$ cat src/rtl/urv_iram_loader.sv
// Framed byte-stream loader: parses 0xA5-framed WRITE/RUN/HALT commands into
// IRAM port-B word writes and controls the core reset line.
module urv_iram_loader #(
  parameter int unsigned g_size           = 65536,
  parameter int unsigned g_timeout_cycles = 1000000
) (
  input  logic        clk_i,
  input  logic        rst_i,
  input  logic        rx_valid_i,
  input  logic [7:0]  rx_data_i,
  output logic        rx_ready_o,
  output logic        enb_o,
  output logic        web_o,
  output logic [31:0] ab_o,
  output logic [3:0]  bweb_o,
  output logic [31:0] db_o,
  output logic        cpu_rst_o,
  output logic        busy_o,
  output logic        done_o,
  output logic        err_o
);

  localparam logic [31:0] c_mask = 32'(g_size - 1);
  localparam int c_tw = $clog2(g_timeout_cycles + 1);
  localparam logic [c_tw-1:0] c_tmo_last = c_tw'(g_timeout_cycles - 1);

  typedef enum logic [2:0] {
    S_IDLE, S_CMD, S_ADDR, S_LEN, S_DATA, S_CSUM
  } state_t;

  state_t          r_state;
  logic [7:0]      r_cmd;
  logic [7:0]      r_sum;
  logic [31:0]     r_addr;
  logic [15:0]     r_len;
  logic [23:0]     r_word;
  logic [1:0]      r_cnt;
  logic [c_tw-1:0] r_tmo;

  logic       w_acc;
  logic [7:0] w_sum_next;

  assign w_acc      = rx_valid_i & rx_ready_o;
  assign w_sum_next = r_sum + rx_data_i;

  // Frame parser, word assembly, timeout and all registered outputs.
  always_ff @(posedge clk_i or posedge rst_i) begin
    if (rst_i) begin
      r_state    <= S_IDLE;
      r_cmd      <= 8'h00;
      r_sum      <= 8'h00;
      r_addr     <= 32'h0;
      r_len      <= 16'h0;
      r_word     <= 24'h0;
      r_cnt      <= 2'd0;
      r_tmo      <= '0;
      rx_ready_o <= 1'b0;
      enb_o      <= 1'b0;
      web_o      <= 1'b0;
      ab_o       <= 32'h0;
      bweb_o     <= 4'h0;
      db_o       <= 32'h0;
      cpu_rst_o  <= 1'b1;
      busy_o     <= 1'b0;
      done_o     <= 1'b0;
      err_o      <= 1'b0;
    end else begin
      rx_ready_o <= 1'b1;
      enb_o      <= 1'b0;
      web_o      <= 1'b0;
      ab_o       <= 32'h0;
      bweb_o     <= 4'h0;
      db_o       <= 32'h0;
      done_o     <= 1'b0;
      err_o      <= 1'b0;
      if (w_acc) begin
        r_tmo <= '0;
        case (r_state)
          S_IDLE: begin
            if (rx_data_i == 8'hA5) begin
              r_state <= S_CMD;
              busy_o  <= 1'b1;
            end
          end
          S_CMD: begin
            r_sum <= rx_data_i;
            r_cmd <= rx_data_i;
            r_cnt <= 2'd0;
            case (rx_data_i)
              8'h01: begin
                cpu_rst_o <= 1'b1;
                r_state   <= S_ADDR;
              end
              8'h02, 8'h03: r_state <= S_CSUM;
              default: begin
                err_o   <= 1'b1;
                busy_o  <= 1'b0;
                r_state <= S_IDLE;
              end
            endcase
          end
          S_ADDR: begin
            // Bytes shift in from the top; by the 4th byte ADDR0 sits in [15:8].
            r_sum  <= w_sum_next;
            r_addr <= {rx_data_i, r_addr[31:8]};
            r_cnt  <= r_cnt + 2'd1;
            if (r_cnt == 2'd3) begin
              r_cnt <= 2'd0;
              if (r_addr[9:8] != 2'b00) begin
                err_o   <= 1'b1;
                busy_o  <= 1'b0;
                r_state <= S_IDLE;
              end else begin
                r_state <= S_LEN;
              end
            end
          end
          S_LEN: begin
            r_sum <= w_sum_next;
            r_len <= {rx_data_i, r_len[15:8]};
            r_cnt <= r_cnt + 2'd1;
            if (r_cnt == 2'd1) begin
              r_cnt   <= 2'd0;
              r_state <= ({rx_data_i, r_len[15:8]} == 16'h0) ? S_CSUM : S_DATA;
            end
          end
          S_DATA: begin
            r_sum  <= w_sum_next;
            r_word <= {rx_data_i, r_word[23:8]};
            r_cnt  <= r_cnt + 2'd1;
            if (r_cnt == 2'd3) begin
              enb_o  <= 1'b1;
              web_o  <= 1'b1;
              bweb_o <= 4'hF;
              ab_o   <= r_addr & c_mask;
              db_o   <= {rx_data_i, r_word};
              r_addr <= (r_addr + 32'd4) & c_mask;
              r_len  <= r_len - 16'd1;
              if (r_len == 16'd1) begin
                r_state <= S_CSUM;
              end
            end
          end
          S_CSUM: begin
            r_state <= S_IDLE;
            busy_o  <= 1'b0;
            if (rx_data_i == r_sum) begin
              done_o <= 1'b1;
              if (r_cmd == 8'h02) begin
                cpu_rst_o <= 1'b0;
              end else if (r_cmd == 8'h03) begin
                cpu_rst_o <= 1'b1;
              end
            end else begin
              err_o <= 1'b1;
            end
          end
          default: begin
            r_state <= S_IDLE;
            busy_o  <= 1'b0;
          end
        endcase
      end else if (r_state == S_IDLE) begin
        r_tmo <= '0;
      end else if (r_tmo == c_tmo_last) begin
        // Stalled frame: abort; any partially assembled word is dropped.
        r_tmo   <= '0;
        err_o   <= 1'b1;
        busy_o  <= 1'b0;
        r_state <= S_IDLE;
      end else begin
        r_tmo <= r_tmo + 1'b1;
      end
    end
  end

endmodule

$ cat config.mk
export PLATFORM = sky130hd
export DESIGN_NAME = urv_iram_loader
export DESIGN_NICKNAME = d
export VERILOG_FILES = /design/src/rtl/urv_iram_loader.sv
export SDC_FILE = /design/constraint.sdc
export NUM_CORES = 1
export LEC_CHECK = 0
export ABC_AREA = 1
export CAP_MARGIN = 20
export CORE_MARGIN = 2
export CORE_UTILIZATION = 60
export DETAILED_ROUTE_END_ITERATION = 7
export HOLD_SLACK_MARGIN = 0.05
export PLACE_DENSITY = 0.82
export SLEW_MARGIN = 20
export SYNTH_ARGS = -nofsm -noshare
export SYNTH_HDL_FRONTEND = slang
export SYNTH_SLANG_ARGS = --single-unit
$ cat constraint.sdc
create_clock -name clk_i -period 10.9 [get_ports clk_i]
set_clock_uncertainty 0.05 [all_clocks]
set_input_delay 2.18 -clock clk_i [delete_from_list [all_inputs] [get_ports clk_i]]
set_output_delay 2.18 -clock clk_i [all_outputs]
set_load 0.05 [all_outputs]
==> impl_metrics.py <==
metrics = {
    "status": {
        "status": "completed",
    },
    "min_path": {
        "hold_depth": 2,
        "hold_end": "r_word[23]$_DFFE_PP0P_",
        "min_path_type": "register to register",
        "worstHoldStart": "r_word[23]$_DFFE_PP0P_",
    },
    "drt": {
        "drt_first_pass_iters": 6,
        "viasPerCell": 5.44,
        "drt-initial-drc-count": 691,
        "vias": 6852,
        "route.detailed.drc": 0,
        "wl_um": 18500,
        "post_drt_wl_per_cell_um": 14.7,
        "ant_nets": 0,
    },
    "cells_and_area": {
        "final_nets": 1098,
        "n_antenna_cell": 0,
        "area_growth_pct": 16.1,
        "mostFrequentLayoutCells": "nand2_1 (252), dfrtp_1 (166), nor2_1 (164)",
        "drive_gt1_share_pct": 4.80,
        "final_common_cell": "nand2_1",
        "post-route-cell-area_mm2": 0.00950,
    },
    "clock_tree": {
        "clock-sinks": 167,
        "cts_tree": "built",
        "clock_path_buffers": 2,
        "tritoncts.num_buffers": 17,
        "cts_max_level": 4,
        "cts-root-buf": "clkbuf_16",
        "cts.repair.resized": 0,
        "clock_latency_ps": 430,
        "postCtsSetupBuffers": 0,
        "clkTransAtPathRegs_ps": 70,
        "postCtsHoldBufs": 0,
    },
    "place": {
        "portBuffers": 69,
        "post_dp_cell_area_mm2": 0.00883,
        "place.gp.congestion": 0.930,
        "place_hpwl_um": 11900,
    },
    "global_route": {
        "antenna_found_initial": 0,
        "track_usage_pct": 26.8,
        "grt_pass1_vias": 6411,
        "grt_max_degree": 88,
        "grt.met3_usage_pct": 5.61,
        "top_usage_layer": "met2",
        "grt-ovfl-total": 0,
        "grt_pass1_wl_um": 30800,
        "grt_util_met1_pct": 36.2,
        "grtUsageMet2_pct": 42.6,
    },
    "timing": {
        "hold_viol": 0,
        "min_period_ps": 4400,
        "fin_setup_tns_ps": 0,
        "tightest_slew_ps": 973,
        "rsz0062_at_grt": "false",
        "setup_violations": 0,
        "maxSlewViolCount": 0,
        "relSlewSlack_pct": 35.1,
        "finalCritPeriodShare_pct": 40.3,
        "timing.fmax_mhz": 227,
    },
    "critical_path": {
        "critPathCaptureType": "register",
        "cp_slowest_cell": "nand2_2",
        "start_kind": "input pin",
        "worstPathCellList": "clkdlybuf4s50_1 > nand2_1 > nor2_8 > nand2_4 > nand2_2 > o21ai_1 > a22oi_1",
        "r2r_slack_ps": 7670,
        "reg2reg_depth": 9,
        "worstPathMaxFanout": 40,
        "worstSetupPathType": "input pin to register",
        "worst_ep_required_time_ps": 11180,
        "r2r_end": "r_addr[5]$_DFFE_PP0P_",
        "max_stage_delay_ps": 590,
        "r2r-start": "r_state[0]$_DFFE_PP0P_",
        "critPathArrivalTime_ps": 4680,
    },
    "yosys": {
        "synth_warnings": 0,
        "yosysTopAreaCellShare_pct": 50.8,
        "syn_area_mm2": 0.00818,
        "ys_ff_latch": 167,
        "syn_area_per_cell_um2": 8.04,
        "synth_cell_types": 43,
        "async_flop_share_pct": 100,
        "ys.flop_type": "dfrtp_1",
        "yosysSeqAreaShare_pct": 51.1,
        "syn_inst": 1018,
        "synth_area_leaders": "dfrtp_1 (51%), nand2_1 (12%), nor2_1 (7.5%), inv_1 (4.9%), o21ai_0 (4.6%)",
        "yosysTopAreaCell": "dfrtp_1",
        "synth_edf_count": 0,
    },
    "floorplan": {
        "core_area_mm2": 0.0133,
        "initial_core_util_pct": 61.5,
        "die_area_mm2": 0.0146,
        "fp.dieW_um": 121,
        "ios": 86,
        "die_height_um": 121,
        "rows": 42,
    },
    "power": {
        "power_density_mw_per_mm2": 237,
        "max-vdd-ir-drop_mv": 0.178,
        "cellLeakagePower_nw": 4.55,
    },
    "run": {
        "maxCapViolations": 0,
    },
}
worst max path at each step:
stage | start | end | slack (ps) | cells past startpoint
5_1_grt | rx_valid_i | r_addr[7]$_DFFE_PP0P_ | 6240 | 7
3_5_place_dp | rx_valid_i | r_addr[8]$_DFFE_PP0P_ | 6140 | 7
2_1_floorplan | rst_i | ab_o[0]$_DFF_PP0_ | 4150 | 1
3_3_place_gp | rx_valid_i | r_addr[7]$_DFFE_PP0P_ | 6220 | 7
6_report | rx_valid_i | r_addr[8]$_DFFE_PP0P_ | 6500 | 7
4_1_cts | rx_valid_i | r_addr[8]$_DFFE_PP0P_ | 6550 | 7
final cells by class:
| type | instances | area [µm²] |
|---|---|---|
| well taps | 176 | 220 |
| fillers | 1019 | 3790 |
| multi-input cells | 704 | 3310 |
| clock inverters | 12 | 224 |
| clock buffers | 19 | 443 |
| flip-flops and latches | 167 | 4180 |
| repair buffers | 70 | 698 |
| inverters | 112 | 425 |
cells in the mapped netlist (5+ instances only):
cell	number
nand4_1	8
clkbuf_1	10
nand2_1	252
nor3_1	12
xor2_1	11
nor2_1	164
inv_1	106
a21oi_1	35
ha_1	14
dfrtp_1	166
buf_2	10
nand3_1	58
xnor2_1	8
o21ai_0	76
inv_2	5
a22oi_1	5
buf_4	26
registers in the layout, summed over array words and instances (netlist names):
| name | count |
|---|---|
| r_state | 3 |
| cpu_rst_o | 1 |
| r_cnt | 2 |
| ab_o | 16 |
| r_tmo | 20 |
| db_o | 32 |
| r_addr | 32 |
| r_len | 16 |
| done_o | 1 |
| r_word | 24 |
| r_sum | 8 |
| busy_o | 1 |
| rx_ready_o | 1 |
| bweb_o | 1 |
| err_o | 1 |
| r_cmd | 8 |
power by group:
part | switching [W] | internal (W) | total [W] | leakage [nW]
clock network | 0.000248 | 0.000435 | 0.000683 | 0.323
logic | 0.000464 | 0.000208 | 0.000672 | 2.07
registers | 0.000121 | 0.000780 | 0.000901 | 2.16
layer usage:
| layer | vias to the layer above | routed length [µm] |
|---|---|---|
| li1 | 3286 | - |
| met1 | 3287 | 8020 |
| met2 | 240 | 8930 |
| met3 | 39 | 1140 |
| met4 | 0 | 390 |
| met5 | - | 0 |
cell families (layout without fill, tap and decap cells):
kind of cell | Yosys count | in the layout | synth area share (%)
and+or+nand+nor | 512 | 512 | 25.8
DFF | 167 | 167 | 51.1
buffers and inverters | 162 | 213 | 9.15
AOI/OAI and AO/OA | 141 | 141 | 9.50
xor gates and xnor gates | 19 | 19 | 2.03
adders and majority gates | 15 | 15 | 2.39
other | 2 | 17 | 0.0918
stage by stage:
stage | instances | total power [W] | hold WS, ps | utilization [%] | worst slack (ps)
final | 1260 | 0.00226 | 423 | 71.5 | 6500
after global placement | 1229 | 0.00153 | 401 | 66.4 | 6220
after CTS | 1260 | 0.00225 | 426 | 71.5 | 6550
after global routing | 1260 | 0.00240 | 445 | 71.5 | 6240
after floorplan | 1033 | 0.00140 | 381 | - | 4150
after detailed placement | 1229 | 0.00155 | 405 | 66.4 | 6140
worst max-delay path, delay by kind of cell:
family	cells	cell delay [ps]
compound gates	2	350
buf+inv	1	450
simple gates	4	1670
(Power assumes the default switching activity.)
